File: config.mk
export PLATFORM = sky130hd
export DESIGN_NAME = fp_arith_unit
export DESIGN_NICKNAME = d
export VERILOG_FILES = /design/src/rtl/fp_arith_unit.sv
export SDC_FILE = /design/constraint.sdc
export NUM_CORES = 1
export LEC_CHECK = 0
export CAP_MARGIN = 30
export CORE_AREA = 2 2 245 247
export DETAILED_ROUTE_END_ITERATION = 10
export DIE_AREA = 0 0 247 249
export HOLD_SLACK_MARGIN = 0.02
export SLEW_MARGIN = 20
export SYNTH_ARGS = -nofsm -noshare
export SYNTH_HDL_FRONTEND = slang
export SYNTH_SLANG_ARGS = --single-unit
export TNS_END_PERCENT = 10
File: constraint.sdc
create_clock -name clk -period 35.6 [get_ports clk]
set_clock_uncertainty 0.15 [all_clocks]
set_input_delay 7.12 -clock clk [delete_from_list [all_inputs] [get_ports clk]]
set_output_delay 7.12 -clock clk [all_outputs]
set_load 0.1 [all_outputs]
File: src/rtl/fp_arith_unit.sv
// fp_arith_unit: single-precision add/sub, divide and float-to-int.
// One op in flight, fixed per-op latency, radix-2 restoring divider.
module fp_arith_unit #(
  parameter int ADD_LAT  = 7,
  parameter int FTOI_LAT = 6,
  parameter int DIV_LAT  = 30
) (
  input  logic        clk,
  input  logic        rst,
  input  logic        start,
  input  logic [1:0]  op,
  input  logic [31:0] dataa,
  input  logic [31:0] datab,
  output logic [31:0] result,
  output logic        valid,
  output logic        busy,
  output logic        division_by_zero
);

  localparam logic [31:0] QNAN = 32'h7FC00000;
  localparam logic [7:0] ADD_L = 8'(ADD_LAT);
  localparam logic [7:0] FTOI_L = 8'(FTOI_LAT);
  localparam logic [7:0] DIV_L = 8'(DIV_LAT);
  localparam logic [7:0] DIV_STEPS = 8'd27;

  logic [1:0]  op_q;
  logic [31:0] a_q, b_q;
  logic [7:0]  cnt, lat;
  logic [25:0] rem, rem_nx;
  logic [26:0] quo;
  logic        q_bit;

  logic        sa, sb, is_div, is_ftoi;
  logic [7:0]  ea, eb;
  logic [23:0] ma, mb;
  logic        a_zero, b_zero, a_inf, b_inf;
  logic        a_nan, b_nan;

  logic [31:0] add_res, ftoi_res, div_res, res_c;
  logic        dz_c;

  function automatic logic ovf(input logic [9:0] e);
    return !e[9] && (e[8] || (e[7:0] == 8'hFF));
  endfunction

  function automatic logic unf(input logic [9:0] e);
    return e[9] || (e == 10'd0);
  endfunction

  assign sa = a_q[31];
  assign sb = b_q[31];
  assign ea = a_q[30:23];
  assign eb = b_q[30:23];
  assign ma = {1'b1, a_q[22:0]};
  assign mb = {1'b1, b_q[22:0]};
  assign a_zero = (ea == 8'h00);
  assign b_zero = (eb == 8'h00);
  assign a_inf = (ea == 8'hFF) && (a_q[22:0] == 23'd0);
  assign b_inf = (eb == 8'hFF) && (b_q[22:0] == 23'd0);
  assign a_nan = (ea == 8'hFF) && (a_q[22:0] != 23'd0);
  assign b_nan = (eb == 8'hFF) && (b_q[22:0] != 23'd0);
  assign is_div = (op_q == 2'b10);
  assign is_ftoi = (op_q == 2'b11);

  logic        sbx, a_big, s_l, found;
  logic [7:0]  e_l, e_s, d;
  logic [23:0] m_l, m_s;
  logic [26:0] m_sx, al, nm;
  logic [27:0] sum;
  logic [4:0]  lz;
  logic [9:0]  e_n, e_r;
  logic [24:0] am;

  always_comb begin
    add_res = 32'h0;
    sbx = sb ^ op_q[0];
    a_big = (ea > eb) || ((ea == eb) && (ma >= mb));
    s_l = a_big ? sa : sbx;
    e_l = a_big ? ea : eb;
    e_s = a_big ? eb : ea;
    m_l = a_big ? ma : mb;
    m_s = a_big ? mb : ma;
    d = e_l - e_s;
    m_sx = {m_s, 3'b000};
    if (d >= 8'd27) begin
      al = 27'd1;
    end else begin
      al = m_sx >> d;
      al[0] = al[0] | (|(m_sx & ((27'd1 << d) - 27'd1)));
    end
    if (sa ^ sbx)
      sum = {1'b0, m_l, 3'b000} - {1'b0, al};
    else
      sum = {1'b0, m_l, 3'b000} + {1'b0, al};
    lz = 5'd0;
    found = 1'b0;
    for (int i = 26; i >= 0; i--) begin
      if (!found && sum[i]) begin
        lz = 5'(26 - i);
        found = 1'b1;
      end
    end
    if (sum[27]) begin
      nm = sum[27:1] | {26'd0, sum[0]};
      e_n = {2'b00, e_l} + 10'd1;
    end else begin
      nm = sum[26:0] << lz;
      e_n = {2'b00, e_l} - {5'd0, lz};
    end
    am = {1'b0, nm[26:3]}
       + {24'd0, nm[2] & (nm[3] | nm[1] | nm[0])};
    e_r = am[24] ? e_n + 10'd1 : e_n;
    if (am[24]) am = am >> 1;
    if (a_nan || b_nan) add_res = QNAN;
    else if (a_inf && b_inf && (sa != sbx)) add_res = QNAN;
    else if (a_inf) add_res = {sa, 8'hFF, 23'd0};
    else if (b_inf) add_res = {sbx, 8'hFF, 23'd0};
    else if (a_zero && b_zero) add_res = {sa & sbx, 31'd0};
    else if (a_zero) add_res = {sbx, b_q[30:0]};
    else if (b_zero) add_res = a_q;
    else if (sum == 28'd0) add_res = 32'h0;
    else if (ovf(e_r)) add_res = {s_l, 8'hFF, 23'd0};
    else if (unf(e_r)) add_res = 32'h0;
    else add_res = {s_l, e_r[7:0], am[22:0]};
  end

  logic [31:0] mag;

  always_comb begin
    if (ea >= 8'd150)
      mag = {8'd0, ma} << (ea - 8'd150);
    else
      mag = {8'd0, ma} >> (8'd150 - ea);
    if (a_nan) ftoi_res = 32'h80000000;
    else if (a_zero || (ea < 8'd127)) ftoi_res = 32'h0;
    else if (a_inf || (ea >= 8'd158))
      ftoi_res = sa ? 32'h80000000 : 32'h7FFFFFFF;
    else ftoi_res = sa ? -mag : mag;
  end

  assign q_bit = (rem >= {2'b00, mb});
  assign rem_nx = q_bit ? (rem - {2'b00, mb}) << 1 : rem << 1;

  logic        sd, dg, ds;
  logic [24:0] dm;
  logic [9:0]  de;

  always_comb begin
    sd = sa ^ sb;
    if (quo[26]) begin
      dm = {1'b0, quo[26:3]};
      dg = quo[2];
      ds = (|quo[1:0]) | (rem != 26'd0);
    end else begin
      dm = {1'b0, quo[25:2]};
      dg = quo[1];
      ds = quo[0] | (rem != 26'd0);
    end
    dm = dm + {24'd0, dg & (ds | dm[0])};
    de = {2'b00, ea} - {2'b00, eb} + 10'd127
       - {9'd0, ~quo[26]} + {9'd0, dm[24]};
    if (dm[24]) dm = dm >> 1;
    if (a_nan || b_nan) div_res = QNAN;
    else if ((a_inf && b_inf) || (a_zero && b_zero)) div_res = QNAN;
    else if (a_inf || b_zero) div_res = {sd, 8'hFF, 23'd0};
    else if (a_zero || b_inf) div_res = {sd, 31'd0};
    else if (ovf(de)) div_res = {sd, 8'hFF, 23'd0};
    else if (unf(de)) div_res = {sd, 31'd0};
    else div_res = {sd, de[7:0], dm[22:0]};
  end

  assign dz_c = is_div && b_zero && !a_nan;

  always_comb begin
    unique case (1'b1)
      is_div: begin
        res_c = div_res;
        lat = DIV_L;
      end
      is_ftoi: begin
        res_c = ftoi_res;
        lat = FTOI_L;
      end
      default: begin
        res_c = add_res;
        lat = ADD_L;
      end
    endcase
  end

  always_ff @(posedge clk) begin
    if (rst) begin
      result <= 32'h0;
      valid <= 1'b0;
      busy <= 1'b0;
      division_by_zero <= 1'b0;
      op_q <= 2'b00;
      a_q <= 32'h0;
      b_q <= 32'h0;
      cnt <= 8'd0;
      rem <= 26'd0;
      quo <= 27'd0;
    end else begin
      valid <= 1'b0;
      if (!busy) begin
        if (start) begin
          busy <= 1'b1;
          op_q <= op;
          a_q <= dataa;
          b_q <= datab;
          cnt <= 8'd1;
          rem <= {3'b001, dataa[22:0]};
          quo <= 27'd0;
        end
      end else if (cnt == lat) begin
        busy <= 1'b0;
        valid <= 1'b1;
        result <= res_c;
        division_by_zero <= dz_c;
      end else begin
        cnt <= cnt + 8'd1;
        if (cnt <= DIV_STEPS) begin
          rem <= rem_nx;
          quo <= {quo[25:0], q_bit};
        end
      end
    end
  end

endmodule

---- Yosys cells after proc, flatten, opt, wreduce, memory -nomap -nowiden ----
Cells that the tools add are included.
storage, ports and cells
  register bits ........................... 162
cells by class
  add/sub/neg operators ................... 18
  bitwise gates (word level) .............. 16
  magnitude comparators ................... 8
  shift-type cells ........................ 5
  eq/ne operators ......................... 11
  reductions and logical operators ........ 96
  mux-type cells .......................... 107
operators by type and width
  cell                                            number
  32-bit two-way mux                              18
  27-bit two-way mux                              6
  26-bit two-way mux                              5
  31-bit two-way mux                              4
  5-bit two-way mux                               24
  23-bit two-way mux                              4
  32-bit case mux with 2 select lines             1
  24-bit by 1-bit adder with 25-bit output        2
  23-bit logical NOT                              2
  23-bit nonzero test                             2
  8-bit two-way mux                               5
  1-bit logical AND                               38
  1-bit two-way mux                               34
  8-bit equality test, second input constant      4
  32-bit negation                                 1
  24-bit by 8-bit left shift with 32-bit output   1
  24-bit by 8-bit right shift with 32-bit output  1
  1-bit logical NOT                               29
  27-bit by 27-bit adder with 28-bit output       1
  28-bit logical NOT                              1
  28-bit two-way mux                              1
  27-bit by 27-bit subtractor with 28-bit output  1
  27-bit AND                                      1
  27-bit by 1-bit bitwise OR with 27-bit output   1
  other kinds (45)                                74

---- Depth between registers and ports, before layout ----
Gate-level depths: netlist of run 1.
  depth in word-level cells ............... 112
  gate-level depth with buffers ........... 76
  mapped depth without buffers ............ 61

---- Worst setup path before layout of run 1 ----
No wires, ideal clock.
  kind .................................... register to register
  from .................................... register a_q[23]
  to ...................................... register result[12]
  cell stages (with the launch flop) ...... 70
  data required time ...................... 35.364 ns
  period minus slack after synthesis ...... 14.975 ns
  slack ................................... 20.625 ns
  path buffers ............................ 17
  arrival ................................. 14.740 ns
  path through ............................ dfxtp_1 clkbuf_1 buf_1 clkbuf_1 inv_1 clkbuf_1 ha_1 clkbuf_1 nand3_1 nor2_1 or2_1 o21ai_2 a21oi_4 buf_2 buf_1 buf_1 clkbuf_1 clkbuf_1 [34 not listed] buf_2 buf_2 ha_1 a21o_1 a21o_1 a211oi_1 nor2b_1 xnor2_1 or2_2 nor3_1 and3_1 nand3_1 xor2_1 o31ai_4 nor2_2 buf_4 o211ai_1 a211oi_1
between the ends
  word-level cells in the longest chain between the ends .. 112
RTL lines
  item                                                                                                 RTL line  source
  start, declared                                                                                      27        logic [31:0] a_q, b_q;
  start signal, assigned                                                                               209       a_q <= dataa;
  parallel branches: the longest is 111 deep, another holds 27-bit by 27-bit adder with 28-bit output  --
  32-bit case mux with 2 select lines (*)                                                              175       unique case (1'b1)
  end signal, assigned                                                                                 218       result <= res_c;
  end, declared                                                                                        14        output logic [31:0] result,
Mark *: on every way between the ends.
A chain may end at the register's enable or synchronous reset.

---- Worst setup path after layout of run 1 ----
  from .................................... register a_q[23]
  to ...................................... register result[0]
The elaborated chain is that of the path after synthesis.

==> impl.org, run 1 <==
** Placement
- Input and output buffers added on the ports amount to 103.
- Routability-driven placement finished with a final weighted congestion of 1.04.
- Summed over all nets, the half-perimeter wirelength after detailed placement is 90.3 mm.

** CTS
- Post-cts repair resize count :: 0
- The clock drives 162 sinks.
- Clock root buffer master :: sky130_fd_sc_hd__clkbuf_16
- In this run the deepest clock path goes through 2 buffers.
- Buffers inserted to repair hold after CTS numbered 0.
- TritonCTS built the clock tree.
- Buffers inserted during clock tree synthesis total 17.
- Clock insertion delay at the later pin of the skew report :: 0.47 ns
- The clock tree synthesis step divided the H-tree into 4 levels.
- In this run the post-CTS setup repair buffer count came out at 0.
- Clock-pin slew was measured on the worst setup and hold paths at 0.07 ns.

** Power and ir drop
- Cell leakage power :: 10.8 nW
- Power per cell area :: 58.5 nW/um2
- IR analysis of the VDD net gives a maximum drop of 0.0393 mV.

** Synthesis
- Top cells by area, synth :: sky130_fd_sc_hd__dfxtp_1 (12%), sky130_fd_sc_hd__a21oi_1 (7.7%), sky130_fd_sc_hd__nand2_1 (7.6%)
- The cell area that synthesis handed to floorplanning was 26200 um2.
- Number of synthesized register bits :: 162
- By instance count, the leading cell after synthesis is sky130_fd_sc_hd__nand2_1.
- In the synthesized netlist the async set-or-reset flop fraction comes to 0.
- The share of synthesized area in the top cell type comes to 0.124.
- Top cell type by total area after synthesis :: sky130_fd_sc_hd__dfxtp_1
- The most used flip-flop cell after synthesis is sky130_fd_sc_hd__dfxtp_1.
- Dividing the synthesized area by the synthesized cell count gives 6.73 um2.
- Counting flops with a built-in enable in the synthesized netlist gives 0.
- Count of distinct cell types in the synthesized netlist :: 123
- In the synthesized netlist, the number of instances is 3891.
- Fraction of the yosys area taken by sequential cells :: 0.124
- Leading post-synthesis cells by instance count :: sky130_fd_sc_hd__nand2_1 (532), sky130_fd_sc_hd__a21oi_1 (404), sky130_fd_sc_hd__nor2_1 (379)
- Count of warnings emitted by yosys :: 0
- The number of nets handed over by synthesis was 4092.

** Routing
- Total vias in the final route :: 30711
- Aggregate routed wire length :: 119 mm
- Vias per cell :: 6.69
- The pre-antenna-repair detailed-routing pass consisted of 6 iterations.
- For this run, design rule violations remaining after detail routing come to 0.
- First-iteration detailed-routing DRC count :: 3916
- Wire per inst :: 25.9 um
- Once detail routing completed, the nets flagged for antenna violations numbered 0.

** Timing
- The total count of max-transition violations in the final report is 0.
- Final setup TNS :: 0 ns
- Actual slew at the worst max-slew pin :: 1.08 ns
- Period minus WS final :: 16.88 ns
- Part of the cycle the worst path needs :: 0.474
- Static timing analysis puts the maximum clock frequency at 59.3 MHz.
- Setup repair after global routing left no endpoint under its margin.
- Count of final hold-check violations :: 0
- Final count of negative-setup-slack endpoints :: 0
- On the final layout, the worst hold slack is 0.332 ns.
- Headroom to the max-slew limit came out at 0.270.

** Flow run
- Max-cap check violation count :: 0

** Critical path
- Startpoint kind of the worst setup timing path :: register
- In this run the worst path has a maximum fanout of 60.
- At the worst endpoint, the arrival time is 17.12 ns.
- At the worst endpoint, the required time is 35.84 ns.
- Largest incremental delay on the critical path :: 0.91 ns
- CP endpoint kind :: register
- Slowest cell on crit path :: sky130_fd_sc_hd__nor4_4
- Kind of cell with the highest combined delay on the critical path :: simple AND/OR/NAND/NOR gates
- Cell occurring most often along the worst timing path :: sky130_fd_sc_hd__nor2_1
- The critical path is of the register to register type.
- Number of buffers and inverters on the critical path :: 6

** Floorplan
- Number of primary I/O pins :: 104
- The floorplan step defined a core boundary enclosing 58700 um2.
- The die is 247 um wide.
- Initial core utilization :: 0.447
- Number of placement rows :: 89
- The floorplan step defined a die boundary enclosing 61500 um2.
- The die is 249 um tall.

** Final layout
- The repair_antennas step left the layout with diodes totalling 0.
- P&R area growth vs syn :: 8.45%
- Share of post-route cells with drive strength above 1 :: 0.0762
- The net count of the finished layout is 4008.

** GRT
- The number of antenna violations at the first check in global routing came to 0.
- Global routing finished with a remaining overflow of 0.
- Maximum number of pins on one net before global-route repair :: 79
- GRT Total Usage :: 0.376
- Number of global-route vias before repair :: 28150
- The first global-routing pass estimated 178 mm of wire.

** Hold path
- The tightest min-delay check is of the register to register type.

** Status
- Status :: complete, no violations
placed cells by master (no fill, tap or decap), drive strengths merged, types with 51 or more instances in the layout:
master,synthesis,final
a211oi,94,94
a21o,51,51
a21oi,408,408
a31oi,51,51
buf,70,83
clkdlybuf4s50,0,102
dfxtp,162,162
ha,126,126
inv,155,157
mux2i,139,139
nand2,533,533
nand3,148,148
nor2,381,381
nor3,99,99
nor4,52,52
o211ai,52,52
o21ai,252,252
xnor2,90,90
xor2,53,53
sequential cells by signal, summed over array words and instances, names as in the netlist:
signal            flops
b_q                  32
result               32
op_q                  2
quo                  27
rem                  26
division_by_zero      1
a_q                  32
busy                  1
valid                 1
cnt                   8
per-stage QoR:
stage | instances | instance area (um2) | utilization | power (mW) | setup WS (ns)
2_1_floorplan | 3891 | 26200 | - | 1.06 | 20.62
3_3_place_gp | 4551 | 27600 | 0.471 | 1.41 | 19.43
3_5_place_dp | 4556 | 27800 | 0.473 | 1.40 | 19.47
4_1_cts | 4586 | 28400 | 0.483 | 1.61 | 19.38
5_1_grt | 4591 | 28400 | 0.484 | 1.75 | 17.57
6_report | 4591 | 28400 | 0.484 | 1.66 | 18.72
worst paths after layout:
check | slack, ns | startpoint | cells past startpoint | end
max | 18.72 | a_q[23] | 54 | result[0]
min | 0.33 | quo[0] | 2 | quo[1]
max reg2reg | 18.72 | a_q[23] | 54 | result[0]
min reg2reg | 0.33 | quo[0] | 2 | quo[1]
per-layer routing:
metal,share of wire,GRT usage,vias up
met1,0.41,0.485,14329
met2,0.44,0.585,1830
li1,-,-,14155
met3,0.090,0.0677,397
met5,0,0,-
met4,0.067,0.217,0
area by class of cell:
cell class | instances | area (um2)
clock buffers | 19 | 453
clock inverters | 11 | 155
fillers | 6155 | 30300
inverters | 158 | 593
multi-input cells | 3280 | 21300
flip-flops and latches | 162 | 3250
well taps | 773 | 967
repair buffers | 188 | 1750
worst reg2reg max path, delay by kind of cell, from the launching register on:
kind,cells,cell delay (ns)
AND/OR/NAND/NOR,20,6.97
AO/OA/AOI/OAI,21,5.17
buffers and inverters,6,1.61
adder cells (fa/ha/maj),4,1.21
XOR/XNOR,2,1.05
flip-flops,1,0.32
multiplexers,1,0.31
power by group:
group          switching [mW]  leakage, nW  internal, mW  total (mW)
combinational           0.840         9.15         0.416        1.26
sequential             0.0162         1.32         0.189       0.205
clock                  0.0873        0.284         0.114       0.201
total                   0.943         10.8         0.719        1.66
cell families after synthesis:
logic type,after synthesis,share of synthesized area
buffers and inverters,449,0.0682
XOR/XNOR,143,0.0478
adder cells (fa/ha/maj),132,0.0647
flip-flops,162,0.124
multiplexers,211,0.0992
AO/OA/AOI/OAI,1287,0.322
AND/OR/NAND/NOR,1507,0.274
Note: power is estimated with default switching activity, not from simulation.
==> run 2: changes to the inputs <==
==> constraint.sdc (replaced) <==
create_clock -name clk -period 15.7 [get_ports clk]
set_clock_uncertainty 0.15 [all_clocks]
set_input_delay 3.14 -clock clk [delete_from_list [all_inputs] [get_ports clk]]
set_output_delay 3.14 -clock clk [all_outputs]
set_load 0.1 [all_outputs]
==> run 2 against run 1 <==
Count of clock-buffer cells in the layout fell by 1. Worst setup slack got worse by 18 ns. Critical path type unchanged. Sequential power rose by 120%.
==> impl.org, run 2 (synthesis results as in run 1) <==
** Critical path
- The critical path is of the register to register type.
- The largest fanout on the critical path was 21 (-65%).
- STA classifies the critical path endpoint as a register.
- On the critical path, the stage with the largest delay is an instance of sky130_fd_sc_hd__xor2_1.
- The data required time of the worst path is 15.95 ns (-19.89 ns).
- The cell that appears most often on the critical path is sky130_fd_sc_hd__ha_1.
- Data arrival, critical path :: 15.21 ns (-1.91 ns)
- The worst setup path is launched from a register.
- The delay of the slowest cell on the worst path was 0.78 ns (-0.13 ns).

** Placement
- Setup Slack @ Placement :: 0.250 ns (-19.22 ns)
- The weighted congestion at the end of routability-driven global placement was 1.06 (+1.3%).
- The cell count after placement is 4582 (+0.57%).
- The sum of net half-perimeters after detailed placement is 90.4 mm (about the same).
- The number of buffer cells added on primary ports came to 103 (unchanged).

** Flow run
- Max-cap check violation count :: 0 (unchanged)

** Timing
- The post-layout worst setup margin is 0.737 ns (-17.99 ns).
- The tightest slew margin relative to the limit came to 0.226 (-0.0447).
- The transition time at the pin with the least slew margin was 1.15 ns (+0.0663 ns).
- The final count of negative-setup-slack endpoints was 0 (unchanged).
- Top achievable clock speed :: 66.8 MHz (+13%)
- Unrepaired setup endpoints after global routing :: false
- Number of pins exceeding their max-slew limit in the final report :: 0 (unchanged)
- Count of final hold-check violations :: 0 (unchanged)
- The final clock period utilization by the worst path is 0.953 (+0.479).
- Period minus WS final :: 14.96 ns (-1.91 ns)
- Final setup TNS :: 0 ns (unchanged)
- Worst hold slack across all endpoints :: 0.323 ns (-0.00925 ns)

** Power and ir drop
- VDD IR-drop max :: 0.0677 mV (+72%)
- Portion of total power attributed to the clock network :: 0.116 (-0.005)
- Int Pwr :: 1.61 mW (+120%)
- The portion of total power attributed to sequential cells came to 0.121 (-0.002).
- Cell leakage power :: 10.9 nW (+1.6%)
- The total design power came to 3.76 mW (+130%).
- Switch share :: 0.571 (+0.00393)
- Gate power share :: 0.762 (+0.006)
- The net switching power is 2.15 mW (+130%).
- Power per cell area :: 131 nW/um2 (+120%)

** CTS
- CTS tree :: built
- Clock insertion delay at the later pin of the skew report :: 0.47 ns (about the same)
- The clock transition at the register clock pins on the worst setup and hold paths after CTS came to 0.08 ns (about the same).
- The number of buffers added by the clock tree synthesis step came to 17 (unchanged).
- Maximum clock path buffer count :: 2 (unchanged)
- CTS sink cnt :: 162 (unchanged)
- H-Tree Level Count :: 4 (unchanged)
- Clock root buffer master :: sky130_fd_sc_hd__clkbuf_16

** Routing
- Post-detailed-route DRC marker count :: 0 (unchanged)
- Number of antenna-violating nets in the routed design :: 0 (unchanged)
- First-iteration detailed-routing DRC count :: 4432 (+13%)
- Router iterations before antenna repair :: 8 (+2)
- The average detailed-routed wire length per instance came to 25.8 um (-0.50%).
- Total vias in the final route :: 30998 (+0.93%)
- Vias per cell :: 6.69 (about the same)
- Aggregate routed wire length :: 119 mm (+0.36%)

** Final layout
- P&R area growth vs syn :: 9.43%
- Registers with the highest flip-flop counts :: a_q (32), b_q (32), result (32)
- Share of post-route cells with drive strength above 1 :: 0.0864 (+0.0102)
- The post-layout instance count excluding filler cells was 4631 (+0.87%).
- Most used cells in the layout excluding fill and tap cells :: sky130_fd_sc_hd__nand2_1 (532), sky130_fd_sc_hd__a21oi_1 (404), sky130_fd_sc_hd__nor2_1 (377)
- # nets final :: 4043 (+0.87%)
- The library cell used most frequently in the layout, excluding fill and tap cells, is sky130_fd_sc_hd__nand2_1.

** Floorplan
- The cell row count came to 89 (unchanged).
- The horizontal extent of the die was 247 um (unchanged).
- The area of the core was 58700 um2 (unchanged).
- Die Ht :: 249 um (unchanged)
- The area of the die is 61500 um2 (unchanged).
- Initial core utilization :: 0.447 (unchanged)
- The number of placed I/O pins is 104 (unchanged).

** GRT
- Global-route wire length before repair :: 178 mm (about the same)
- Number of global-route vias before repair :: 28470 (+1.1%)
- Number of antenna violations at the first check in global routing :: 4 (+4)
- GRT Total Usage :: 0.376 (about the same)
- The largest net degree at the start of global routing is 78 (-1.3%).
- Overflow left after global routing :: 0 (unchanged)

** Status
- Status :: complete, no violations

** Hold path
- The path class of the tightest hold or removal check is register to register.
run 2: cell count changes in the layout (fill, tap and decap cells not counted), moves of 3 or more:
cell                      before  now
sky130_fd_sc_hd__inv_8         0    3
sky130_fd_sc_hd__buf_4        76  115
sky130_fd_sc_hd__diode_2       0    3
sky130_fd_sc_hd__inv_6         2    5
run 2: critical path: cells and delay by family (launching register included):
kind | cells | cell delay, ns
buffers and inverters | 4 | 1.22
XOR/XNOR | 4 | 1.60
AND/OR/NAND/NOR | 23 | 6.40
adder cells (fa/ha/maj) | 4 | 1.38
flip-flops | 1 | 0.45
AO/OA/AOI/OAI | 15 | 3.66
run 2: power by group through the flow:
stage | sequential (mW) | combinational, mW | clock, mW
floorplan | 0.456 | 1.94 | 0
global placement | 0.467 | 2.73 | 0
detailed placement | 0.465 | 2.71 | 0
CTS | 0.455 | 2.72 | 0.440
global route | 0.458 | 3.04 | 0.456
finish | 0.457 | 2.87 | 0.438
run 2: per-stage QoR:
stage | area, um2 | util
final | 28700 | 0.489
after global routing | 28700 | 0.488
after CTS | 28500 | 0.486
after detailed placement | 27900 | 0.476
after global placement | 27900 | 0.475
after floorplan | 26200 | -
run 2: metal layers:
layer / vias to the layer above / track usage / routed length, um
met5: - / 0 / 9
met4: 2 / 0.233 / 9150
met3: 463 / 0.0845 / 12200
met2: 1836 / 0.572 / 50800
met1: 14476 / 0.479 / 47000
li1: 14221 / - / -
run 2: cell type report:
| class | count | area [um2] |
|---|---|---|
| Sequential cell | 162 | 3250 |
| Clock buffer | 18 | 429 |
| Inverter | 158 | 593 |
| Timing Repair Buffer | 223 | 1990 |
| Multi-Input combinational cell | 3280 | 21300 |
| Clock inverter | 14 | 145 |
| Fill cell | 6092 | 30000 |
| Tap cell | 773 | 967 |
| Antenna cell | 3 | 7.51 |
run 2: what timing repair did:
item	CTS	global route
resized for setup	0	7
setup endpoints to repair	0	32
setup buffers	0	12
hold buffers	0	0
run 2: worst paths after layout:
kind	from	end	slack [ns]	cells after the start
min reg2reg	quo[0]	quo[1]	0.32	2
min	quo[0]	quo[1]	0.32	2
max reg2reg	b_q[22]	result[2]	0.74	50
max	b_q[22]	result[2]	0.74	50
